$ cat src/rtl/imem_arb_pkg.sv
// Shared types for the instruction-memory arbiter.
// Owner tags ride in the in-order tag FIFO alongside a discard flag.
package imem_arb_pkg;

    typedef enum logic {
        OWN_F = 1'b0,
        OWN_A = 1'b1
    } owner_e;

    typedef struct packed {
        owner_e owner;
        logic   discard;
    } tag_t;

    localparam int DISCARD_CNT_W = 16;

endpackage

$ cat src/rtl/imem_tag_fifo.sv
// In-order owner-tag FIFO for outstanding IMEM requests.
// A flush marks every fetch-owned entry for silent discard.
module imem_tag_fifo
    import imem_arb_pkg::*;
#(
    parameter int DEPTH = 4,
    parameter int CW    = $clog2(DEPTH) + 1
) (
    input  logic          clk,
    input  logic          rst_n,
    input  logic          push,
    input  tag_t          push_tag,
    input  logic          pop,
    input  logic          flush_f,
    output tag_t          head,
    output logic          full,
    output logic          empty,
    output logic [CW-1:0] count
);

    localparam int PW = $clog2(DEPTH);

    tag_t          mem_q [DEPTH];
    tag_t          mem_d [DEPTH];
    logic [PW-1:0] wptr_q, wptr_d;
    logic [PW-1:0] rptr_q, rptr_d;
    logic [CW-1:0] cnt_q, cnt_d;

    assign head  = mem_q[rptr_q];
    assign full  = (cnt_q == CW'(DEPTH));
    assign empty = (cnt_q == '0);
    assign count = cnt_q;

    always_comb begin
        mem_d  = mem_q;
        wptr_d = wptr_q;
        rptr_d = rptr_q;
        cnt_d  = cnt_q;
        if (flush_f) begin
            for (int i = 0; i < DEPTH; i++) begin
                if (mem_q[i].owner == OWN_F) begin
                    mem_d[i].discard = 1'b1;
                end
            end
        end
        if (push) begin
            mem_d[wptr_q] = push_tag;
            if (flush_f && push_tag.owner == OWN_F) begin
                mem_d[wptr_q].discard = 1'b1;
            end
            wptr_d = wptr_q + PW'(1);
        end
        if (pop) begin
            rptr_d = rptr_q + PW'(1);
        end
        unique case ({push, pop})
            2'b10:   cnt_d = cnt_q + CW'(1);
            2'b01:   cnt_d = cnt_q - CW'(1);
            default: cnt_d = cnt_q;
        endcase
    end

    always_ff @(posedge clk or negedge rst_n) begin
        if (!rst_n) begin
            for (int i = 0; i < DEPTH; i++) begin
                mem_q[i] <= '0;
            end
            wptr_q <= '0;
            rptr_q <= '0;
            cnt_q  <= '0;
        end else begin
            mem_q  <= mem_d;
            wptr_q <= wptr_d;
            rptr_q <= rptr_d;
            cnt_q  <= cnt_d;
        end
    end

endmodule

$ cat src/rtl/imem_arbiter.sv
// Round-robin sharing of the IMEM port between fetch and an aux reader,
// with in-order response routing and redirect-driven fetch discard.
module imem_arbiter
    import imem_arb_pkg::*;
#(
    parameter int MAX_OUTSTANDING = 4,
    parameter int ADDR_W          = 32,
    parameter int DATA_W          = 32
) (
    input  logic                     clk,
    input  logic                     rst_n,
    input  logic                     flush_fetch,
    input  logic                     f_req_valid,
    output logic                     f_req_ready,
    input  logic [ADDR_W-1:0]        f_req_addr,
    output logic                     f_resp_valid,
    input  logic                     f_resp_ready,
    output logic [DATA_W-1:0]        f_resp_inst,
    input  logic                     a_req_valid,
    output logic                     a_req_ready,
    input  logic [ADDR_W-1:0]        a_req_addr,
    output logic                     a_resp_valid,
    input  logic                     a_resp_ready,
    output logic [DATA_W-1:0]        a_resp_data,
    output logic                     mem_req_valid,
    input  logic                     mem_req_ready,
    output logic [ADDR_W-1:0]        mem_req_addr,
    input  logic                     mem_resp_valid,
    output logic                     mem_resp_ready,
    input  logic [DATA_W-1:0]        mem_resp_data,
    output logic                     idle,
    output logic [DISCARD_CNT_W-1:0] discard_cnt
);

    localparam int CW = $clog2(MAX_OUTSTANDING) + 1;

    owner_e                   rr_q, rr_d;
    logic                     lock_q, lock_d;
    owner_e                   lock_own_q, lock_own_d;
    logic [DISCARD_CNT_W-1:0] disc_q, disc_d;

    logic    f_cand, a_cand, both;
    logic    gnt_f, gnt_a, fire;
    logic    push, pop, drop;
    tag_t    push_tag, head;
    logic    full, empty;
    logic [CW-1:0] count;

    imem_tag_fifo #(
        .DEPTH (MAX_OUTSTANDING),
        .CW    (CW)
    ) u_tag_fifo (
        .clk      (clk),
        .rst_n    (rst_n),
        .push     (push),
        .push_tag (push_tag),
        .pop      (pop),
        .flush_f  (flush_fetch),
        .head     (head),
        .full     (full),
        .empty    (empty),
        .count    (count)
    );

    // A stalled grant stays with its owner until the IMEM takes it.
    always_comb begin
        f_cand = f_req_valid && !flush_fetch;
        a_cand = a_req_valid;
        both   = f_cand && a_cand;
        gnt_f  = 1'b0;
        gnt_a  = 1'b0;
        if (!full) begin
            if (lock_q && lock_own_q == OWN_F && f_cand) begin
                gnt_f = 1'b1;
            end else if (lock_q && lock_own_q == OWN_A && a_cand) begin
                gnt_a = 1'b1;
            end else if (both) begin
                gnt_f = (rr_q == OWN_F);
                gnt_a = (rr_q == OWN_A);
            end else begin
                gnt_f = f_cand;
                gnt_a = a_cand;
            end
        end
    end

    always_comb begin
        mem_req_valid = gnt_f || gnt_a;
        mem_req_addr  = gnt_a ? a_req_addr : f_req_addr;
        fire          = mem_req_valid && mem_req_ready;
        f_req_ready   = gnt_f && mem_req_ready && !full;
        a_req_ready   = gnt_a && mem_req_ready && !full;
        push          = fire;
        push_tag      = '{owner: (gnt_a ? OWN_A : OWN_F), discard: 1'b0};
        rr_d          = rr_q;
        lock_d        = 1'b0;
        lock_own_d    = lock_own_q;
        if (fire && both) begin
            rr_d = gnt_f ? OWN_A : OWN_F;
        end
        if (mem_req_valid && !mem_req_ready) begin
            lock_d     = 1'b1;
            lock_own_d = gnt_a ? OWN_A : OWN_F;
        end
    end

    always_comb begin
        f_resp_inst    = mem_resp_data;
        a_resp_data    = mem_resp_data;
        f_resp_valid   = 1'b0;
        a_resp_valid   = 1'b0;
        mem_resp_ready = 1'b0;
        drop           = 1'b0;
        if (!empty) begin
            if (head.owner == OWN_A) begin
                a_resp_valid   = mem_resp_valid;
                mem_resp_ready = a_resp_ready;
            end else if (head.discard || flush_fetch) begin
                mem_resp_ready = 1'b1;
                drop           = 1'b1;
            end else begin
                f_resp_valid   = mem_resp_valid;
                mem_resp_ready = f_resp_ready;
            end
        end
        pop    = mem_resp_valid && mem_resp_ready;
        disc_d = disc_q;
        if (pop && drop && disc_q != '1) begin
            disc_d = disc_q + 1'b1;
        end
    end

    assign idle        = (count == '0);
    assign discard_cnt = disc_q;

    always_ff @(posedge clk or negedge rst_n) begin
        if (!rst_n) begin
            rr_q       <= OWN_F;
            lock_q     <= 1'b0;
            lock_own_q <= OWN_F;
            disc_q     <= '0;
        end else begin
            rr_q       <= rr_d;
            lock_q     <= lock_d;
            lock_own_q <= lock_own_d;
            disc_q     <= disc_d;
        end
    end

    // A response with nothing outstanding means the IMEM broke ordering.
    resp_when_empty_a: assert property (
        @(posedge clk) disable iff (!rst_n) !(mem_resp_valid && empty)
    );

endmodule

$ cat config.mk
export PLATFORM = sky130hd
export DESIGN_NAME = imem_arbiter
export DESIGN_NICKNAME = d
export VERILOG_FILES = /design/src/rtl/imem_arb_pkg.sv /design/src/rtl/imem_tag_fifo.sv /design/src/rtl/imem_arbiter.sv
export SDC_FILE = /design/constraint.sdc
export NUM_CORES = 1
export LEC_CHECK = 0
export CORE_MARGIN = 4
export CORE_UTILIZATION = 29
export DETAILED_ROUTE_END_ITERATION = 7
export PLACE_DENSITY = 0.76
export SYNTH_ARGS = -nofsm -noshare
export SYNTH_HDL_FRONTEND = slang
export SYNTH_SLANG_ARGS = --single-unit
$ cat constraint.sdc
create_clock -name clk -period 2.4 [get_ports clk]
set_input_delay 0.24 -clock clk [delete_from_list [all_inputs] [get_ports clk]]
set_output_delay 0.24 -clock clk [all_outputs]
set_load 0.01 [all_outputs]
After elaboration in Yosys (flattened, before gate mapping)
Index checks and enable logic that the tools add are counted.
{"block": "totals", "in_bits": 105, "output_inout_bits": 119, "regBits": 34, "wordCells": 100}
{"block": "classes", "reduce_logical": 25, "add_sub_neg": 5, "muxes": 43, "eq_ne": 4, "n_bitwise": 5, "order_cmp": 3}
{"op": "32-bit two-way mux", "n": 1}
{"op": "1-bit two-way mux", "n": 31}
{"op": "1-bit logical AND", "n": 18}
{"op": "16-bit by 1-bit adder with 16-bit output (second input constant)", "n": 1}
{"op": "8-bit bitwise mux", "n": 2}
{"op": "16-bit inequality test (second input constant)", "n": 1}
{"op": "2-bit demux with 2-bit select", "n": 2}
{"op": "8-bit two-way mux", "n": 1}
{"op": "7-bit two-way mux", "n": 1}
{"op": "3-bit greater-or-equal comparator (second input constant)", "n": 2}
{"op": "2-bit two-way mux", "n": 3}
{"op": "2-bit inverter with 3-bit output", "n": 2}
{"op": "3-bit case mux with 2 select lines", "n": 1}
{"op": "2-bit by 1-bit adder with 2-bit output (second input constant)", "n": 2}
{"op": "2-bit binary-select mux with 2-bit select", "n": 1}
{"op": "3-bit by 1-bit adder with 3-bit output (second input constant)", "n": 1}
{"op": "3-bit == test (second input constant)", "n": 1}
{"op": "1-bit logical NOT", "n": 3}
{"op": "3-bit logical NOT", "n": 1}
{"op": "3-bit by 1-bit less-than comparator with 1-bit output (second input constant)", "n": 1}
{"op": "1-bit inverter", "n": 3}
{"op": "3-bit by 1-bit subtractor with 3-bit output (second input constant)", "n": 1}
{"op": "2-bit by 1-bit == test with 1-bit output (second input constant)", "n": 1}
{"op": "2-bit == test (second input constant)", "n": 1}
{"op": "2 further kinds", "n": 3}

Logic depth before layout (Yosys ltp)
{"block": "depth", "depth_word": 12, "depth_mapped": 11, "ltp_nobuf": 10}

Hierarchy
Synthesis repeated with hierarchy kept, for this count alone.
{"block": "hier_totals", "hier_cells": 278, "area_unflattened_um2": 2717.6}
{"mod": "imem_arbiter", "seq_area_each_um2": 475.5, "cells_per_inst": 208, "area_each_um2": 1966.9, "instances": 1}
{"mod": "imem_tag_fifo", "seq_area_each_um2": 375.4, "cells_per_inst": 70, "area_each_um2": 750.7, "instances": 1}

Least setup slack after synthesis
No wires, ideal clock.
{"block": "synth_path", "kind": "flip-flop to flip-flop", "startpoint": "register u_tag_fifo.cnt_q[0] (netlist: u_tag_fifo.count[0])", "endpoint": "register u_tag_fifo.cnt_q[2] (netlist: u_tag_fifo.count[2])", "path_stages_with_launch": 12, "slack_ns": -0.048, "path_buffers": 1, "t_required_ns": 2.321, "t_arrival_ns": 2.368, "period_less_slack_ns": 2.448, "cell_sequence": "dfrtp_1 or3b_2 o21ai_0 nor2_1 clkbuf_1 inv_1 ha_1 inv_1 fa_1 xor2_1 nor2_1 xor2_1"}
{"block": "synth_via", "elab_chain_cells": 6, "elab_cells_between_ends": 14, "classes_between": "add/sub: 2; eq/ne: 3; mux: 4; reduce/logical: 5"}
{"element": "start: declaration", "line_no": "imem_tag_fifo.sv:27", "rtl": "logic [CW-1:0] cnt_q, cnt_d;"}
{"element": "start signal: assignment", "line_no": "imem_tag_fifo.sv:75", "rtl": "cnt_q <= cnt_d;"}
{"element": "3-bit == test", "line_no": "imem_tag_fifo.sv:30", "rtl": "assign full = (cnt_q == CW'(DEPTH));"}
{"element": "1-bit two-way mux", "line_no": "imem_arbiter.sv:72", "rtl": "if (!full) begin"}
{"element": "1-bit logical OR", "line_no": "imem_arbiter.sv:88", "rtl": "mem_req_valid = gnt_f || gnt_a;"}
{"element": "1-bit logical AND", "line_no": "imem_arbiter.sv:90", "rtl": "fire = mem_req_valid && mem_req_ready;"}
{"element": "2-bit by 1-bit == test with 1-bit output or 2-bit == test (tied branches)", "line_no": "imem_tag_fifo.sv:56", "rtl": "unique case ({push, pop})"}
{"element": "3-bit case mux with 2 select lines or 2-bit nonzero test (tied branches)"}
Parallel ways exist; a longest one is shown, timed or not.
A chain may end at the register's enable or synchronous reset.

Final worst setup path
{"block": "layout_path", "startpoint": "register u_tag_fifo.rptr_q[0]", "endpoint": "register u_tag_fifo.cnt_q[2] (netlist: u_tag_fifo.count[2])"}
{"block": "layout_via", "elab_chain_cells": 11, "elab_cells_between_ends": 13, "classes_between": "eq/ne: 2; mux: 7; bitwise: 1; reduce/logical: 3"}
{"element": "start: declaration", "line_no": "imem_tag_fifo.sv:26", "rtl": "logic [PW-1:0] rptr_q, rptr_d;"}
{"element": "start signal: assignment", "line_no": "imem_tag_fifo.sv:74", "rtl": "rptr_q <= rptr_d;"}
{"element": "2-bit inverter with 3-bit output (not written as such) (*)", "line_no": "imem_tag_fifo.sv:29", "rtl": "assign head = mem_q[rptr_q];"}
{"element": "2-bit binary-select mux with 2-bit select (*)", "line_no": "imem_tag_fifo.sv:29"}
{"element": "2-bit two-way mux (not written as such) (*) (2 in a row)", "line_no": "imem_tag_fifo.sv:29"}
{"element": "1-bit logical OR", "line_no": "imem_arbiter.sv:118", "rtl": "end else if (head.discard || flush_fetch) begin"}
{"element": "1-bit two-way mux", "line_no": "imem_arbiter.sv:118"}
{"element": "1-bit two-way mux (*)", "line_no": "imem_arbiter.sv:115", "rtl": "if (head.owner == OWN_A) begin"}
{"element": "1-bit two-way mux (*)", "line_no": "imem_arbiter.sv:114", "rtl": "if (!empty) begin"}
{"element": "1-bit logical AND (*)", "line_no": "imem_arbiter.sv:126", "rtl": "pop = mem_resp_valid && mem_resp_ready;"}
{"element": "named net pop", "line_no": "imem_arbiter.sv:44", "rtl": "logic push, pop, drop;"}
{"element": "2-bit by 1-bit == test with 1-bit output or 2-bit == test (tied branches)", "line_no": "imem_tag_fifo.sv:56"}
{"element": "3-bit case mux with 2 select lines or 2-bit nonzero test (tied branches)"}
Mark *: on every way through the listed nets, which the timed path passes. The rest lies on a longest branch. The select of a mux whose other input is x is not followed.

==> flow_metrics.env <==
export IMPL_drc=0
export IMPL_ctsHoldBuffers=0
export IMPL_htree_levels=2
export IMPL_muxShareOfSynthArea_pct=16.9
export IMPL_async_flop_share_pct=100
export IMPL_rsz0062_at_grt="yes"
export IMPL_arrival_ns=2.55
export IMPL_fin_hold_ws_ns=0.378
export IMPL_drive_gt1_share_pct=23.6
export IMPL_die_area_mm2=0.0105
export IMPL_synth_common_cells="buf_4 (64), dfrtp_1 (34), mux2_2 (33)"
export IMPL_routed_via_density=4.60
export IMPL_synth_top_family_by_area="buffers and inverters"
export IMPL_clockBufferDepth=2
export IMPL_synth_seq_cells=34
export IMPL_cts_root_buf="clkbuf_8"
export IMPL_drt_wirelength_per_cell_um=15.9
export IMPL_drtAntennaViolNets=0
export IMPL_powerDensity_mw_per_mm2=852
export IMPL_syn_nets=374
export IMPL_yosys_area_top_type="dfrtp_1"
export IMPL_hpwlAfterDp_mm=6.23
export IMPL_postPlaceCellArea_mm2=0.00367
export IMPL_p_leak_nw=1.65
export IMPL_outcome="complete, no violations"
export IMPL_crit_type="register to register"
export IMPL_crit_path_cell_trace="mux4_2 -> or2b_1 -> o31ai_4 -> nor2_2 -> ha_2 -> inv_2 -> fa_2 -> xor2_1 -> nor2_1 -> xor2_1"
export IMPL_start_util_pct=29.7
export IMPL_yosys_top_cells_area="dfrtp_1 (33%), buf_4 (19%), mux2_2 (14%)"
export IMPL_crit_path_end_kind="register"
export IMPL_area_growth_pct=50.4
export IMPL_grt_pass1_vias=2306
export IMPL_worst_slew_pin_slew_ns=0.708
export IMPL_grt_max_degree=35
export IMPL_top_layer="met4"
export IMPL_timing_slew_headroom_pct=52.4
export IMPL_synthesis_area_mm2=0.00257
export IMPL_cts_made_buffers=5
export IMPL_grt_pass1_wl_mm=11.4
export IMPL_synth_distinct_cells=34
export IMPL_antennaDiodeCount=0
export IMPL_synth_xor_area_share_pct=7.14
export IMPL_maxCapViolCount=0
export IMPL_clock_skew_ns=0.00223
export IMPL_final_cells=468
export IMPL_cp_required_ns=2.57
export IMPL_dr_wl_met3_um=885
export IMPL_power_w=0.00330
export IMPL_grt_ovfl_total=0
export IMPL_avgSynthCellArea_um2=9.83
export IMPL_die_y_um=102
export IMPL_cts_sinks=34
export IMPL_clock_latency_ns=0.28
export IMPL_synth_compound_area_share_pct=6.17
export IMPL_die_w_um=102
export IMPL_path_max_fanout=3
export IMPL_first_pass_iters=4
export IMPL_row_count=34
export IMPL_ys_warnings_count=0
export IMPL_hold_path_class="input port to async pin"
export IMPL_vias=2151
export IMPL_finalSetupViolCount=0
export IMPL_synth_edff_count=0
export IMPL_ios=224
export IMPL_met2_length_mm=3.99
export IMPL_cts_clk_slew_worst_paths_ns=0.06
export IMPL_yosysMostFrequentCell="buf_4"
export IMPL_initialDrtViolationCount=38
export IMPL_wl_met1_mm=2.41
export IMPL_design_area_mm2=0.00387
export IMPL_min_period_ns=2.38
export IMPL_timing_final_crit_share_pct=99.1
export IMPL_path_common_cell="xor2_1"
export IMPL_synthAdderAreaFrac_pct=3.69
export IMPL_timing_hold_violations_final=0
export IMPL_cp_start_kind="register"
export IMPL_maxSlewViolCount=0
export IMPL_fmax_ghz=0.421
export IMPL_synthDominantCellAreaShare_pct=33.0
export IMPL_ys_dominant_reg_cell="dfrtp_1"
export IMPL_synthSimpleGateAreaFrac_pct=11.5
export IMPL_routed_wl_mm=7.43
export IMPL_yosysSeqAreaShare_pct=33.0
export IMPL_ir_worst_vdd_v=0.000298
export IMPL_finalWeightedCongestion=0.811
export IMPL_cts_tree="yes"
export IMPL_netlist_instances=262
export IMPL_crit_path_top_delay_cell="mux4_2"
export IMPL_grt_antenna_before_repair=0
export IMPL_io_buffers=127
export IMPL_crit_path_max_incr_delay_ns=0.53
export IMPL_core_mm2=0.00868
export IMPL_dp_cells=452
export IMPL_nets=473
export IMPL_gr_usage_all_layers_pct=14.4
## logic make-up (layout without fill, tap and decap cells)
logic type      after synthesis  in the layout
compound gates               23             23
xor+xnor                     21             21
fa+ha+maj                     7              7
buf+inv                      83            181
flops                        34             34
mux                          38             38
simple gates                 56             56
## layer usage
layer | up-vias | global-route usage [%]
li1 | 1020 | -
met1 | 997 | 13.8
met2 | 120 | 27.3
met3 | 14 | 6.62
met4 | 0 | 4.44
met5 | - | 0
## power breakdown
group | total [W] | internal, W | switching [W] | leakage (nW)
clock network | 0.000407 | 0.000221 | 0.000186 | 0.0431
registers | 0.000939 | 0.000775 | 0.000164 | 0.421
logic | 0.00195 | 0.00113 | 0.000826 | 1.19
## cell usage in the layout, fill, tap and decap left out, drive strengths merged, types with 11 or more instances in the layout
master | synthesis | final
clkdlybuf4s15 | 0 | 19
buf | 67 | 33
nand2 | 11 | 11
dfrtp | 34 | 34
mux2 | 33 | 33
nand3 | 13 | 13
dlygate4sd2 | 0 | 15
clkdlybuf4s50 | 0 | 92
inv | 15 | 15
xnor2 | 16 | 16
## final timing paths
| path | startpoint | end | slack, ns | depth (start not counted) |
|---|---|---|---|---|
| max in group asynchronous | rst_n | u_tag_fifo.mem_q[4] | 1.72 | 2 |
| min | rst_n | u_tag_fifo.count[0] | 0.38 | 2 |
| max reg2reg | u_tag_fifo.rptr_q[0] | u_tag_fifo.count[2] | 0.02 | 10 |
| min in group clk | mem_resp_data[11] | a_resp_data[11] | 0.48 | 0 |
| max | u_tag_fifo.rptr_q[0] | u_tag_fifo.count[2] | 0.02 | 10 |
| min reg2reg | rr_q | rr_q | 0.50 | 2 |
## final cells by class
| type | instances | area, um^2 |
|---|---|---|
| sequential | 34 | 851 |
| clock buffer | 6 | 82.6 |
| multi-input combinational | 145 | 1200 |
| inverter | 15 | 56.3 |
| timing repair buffer | 160 | 1540 |
| fill | 842 | 4800 |
| tap | 108 | 135 |
## critical path: cells and delay by family, from the launching register on
kind,cells,cell delay [ns]
fa+ha+maj,2,0.52
mux,1,0.53
xor+xnor,2,0.30
flops,1,0.38
compound gates,1,0.08
simple gates,3,0.41
buf+inv,1,0.04
## metrics by stage
stage | utilization (%) | TNS [ns] | setup slack (ns)
6_report | 44.6 | 0 | 0.0223
5_1_grt | 44.6 | -0.166 | -0.135
4_1_cts | 43.8 | -0.0106 | -0.00742
3_5_place_dp | 42.3 | -0.973 | -0.136
3_3_place_gp | 42.3 | -0.0932 | -0.0167
2_1_floorplan | - | 0 | 0.00639
## timing repair
item / 4_1_cts / 5_1_grt
gates resized for setup: 45 / 22
pin swaps: 4 / 5
setup endpoints to repair: 36 / 18
gates cloned: 1 / 0
buffers inserted: 4 / 5
Note: power is estimated with default switching activity, not from simulation.
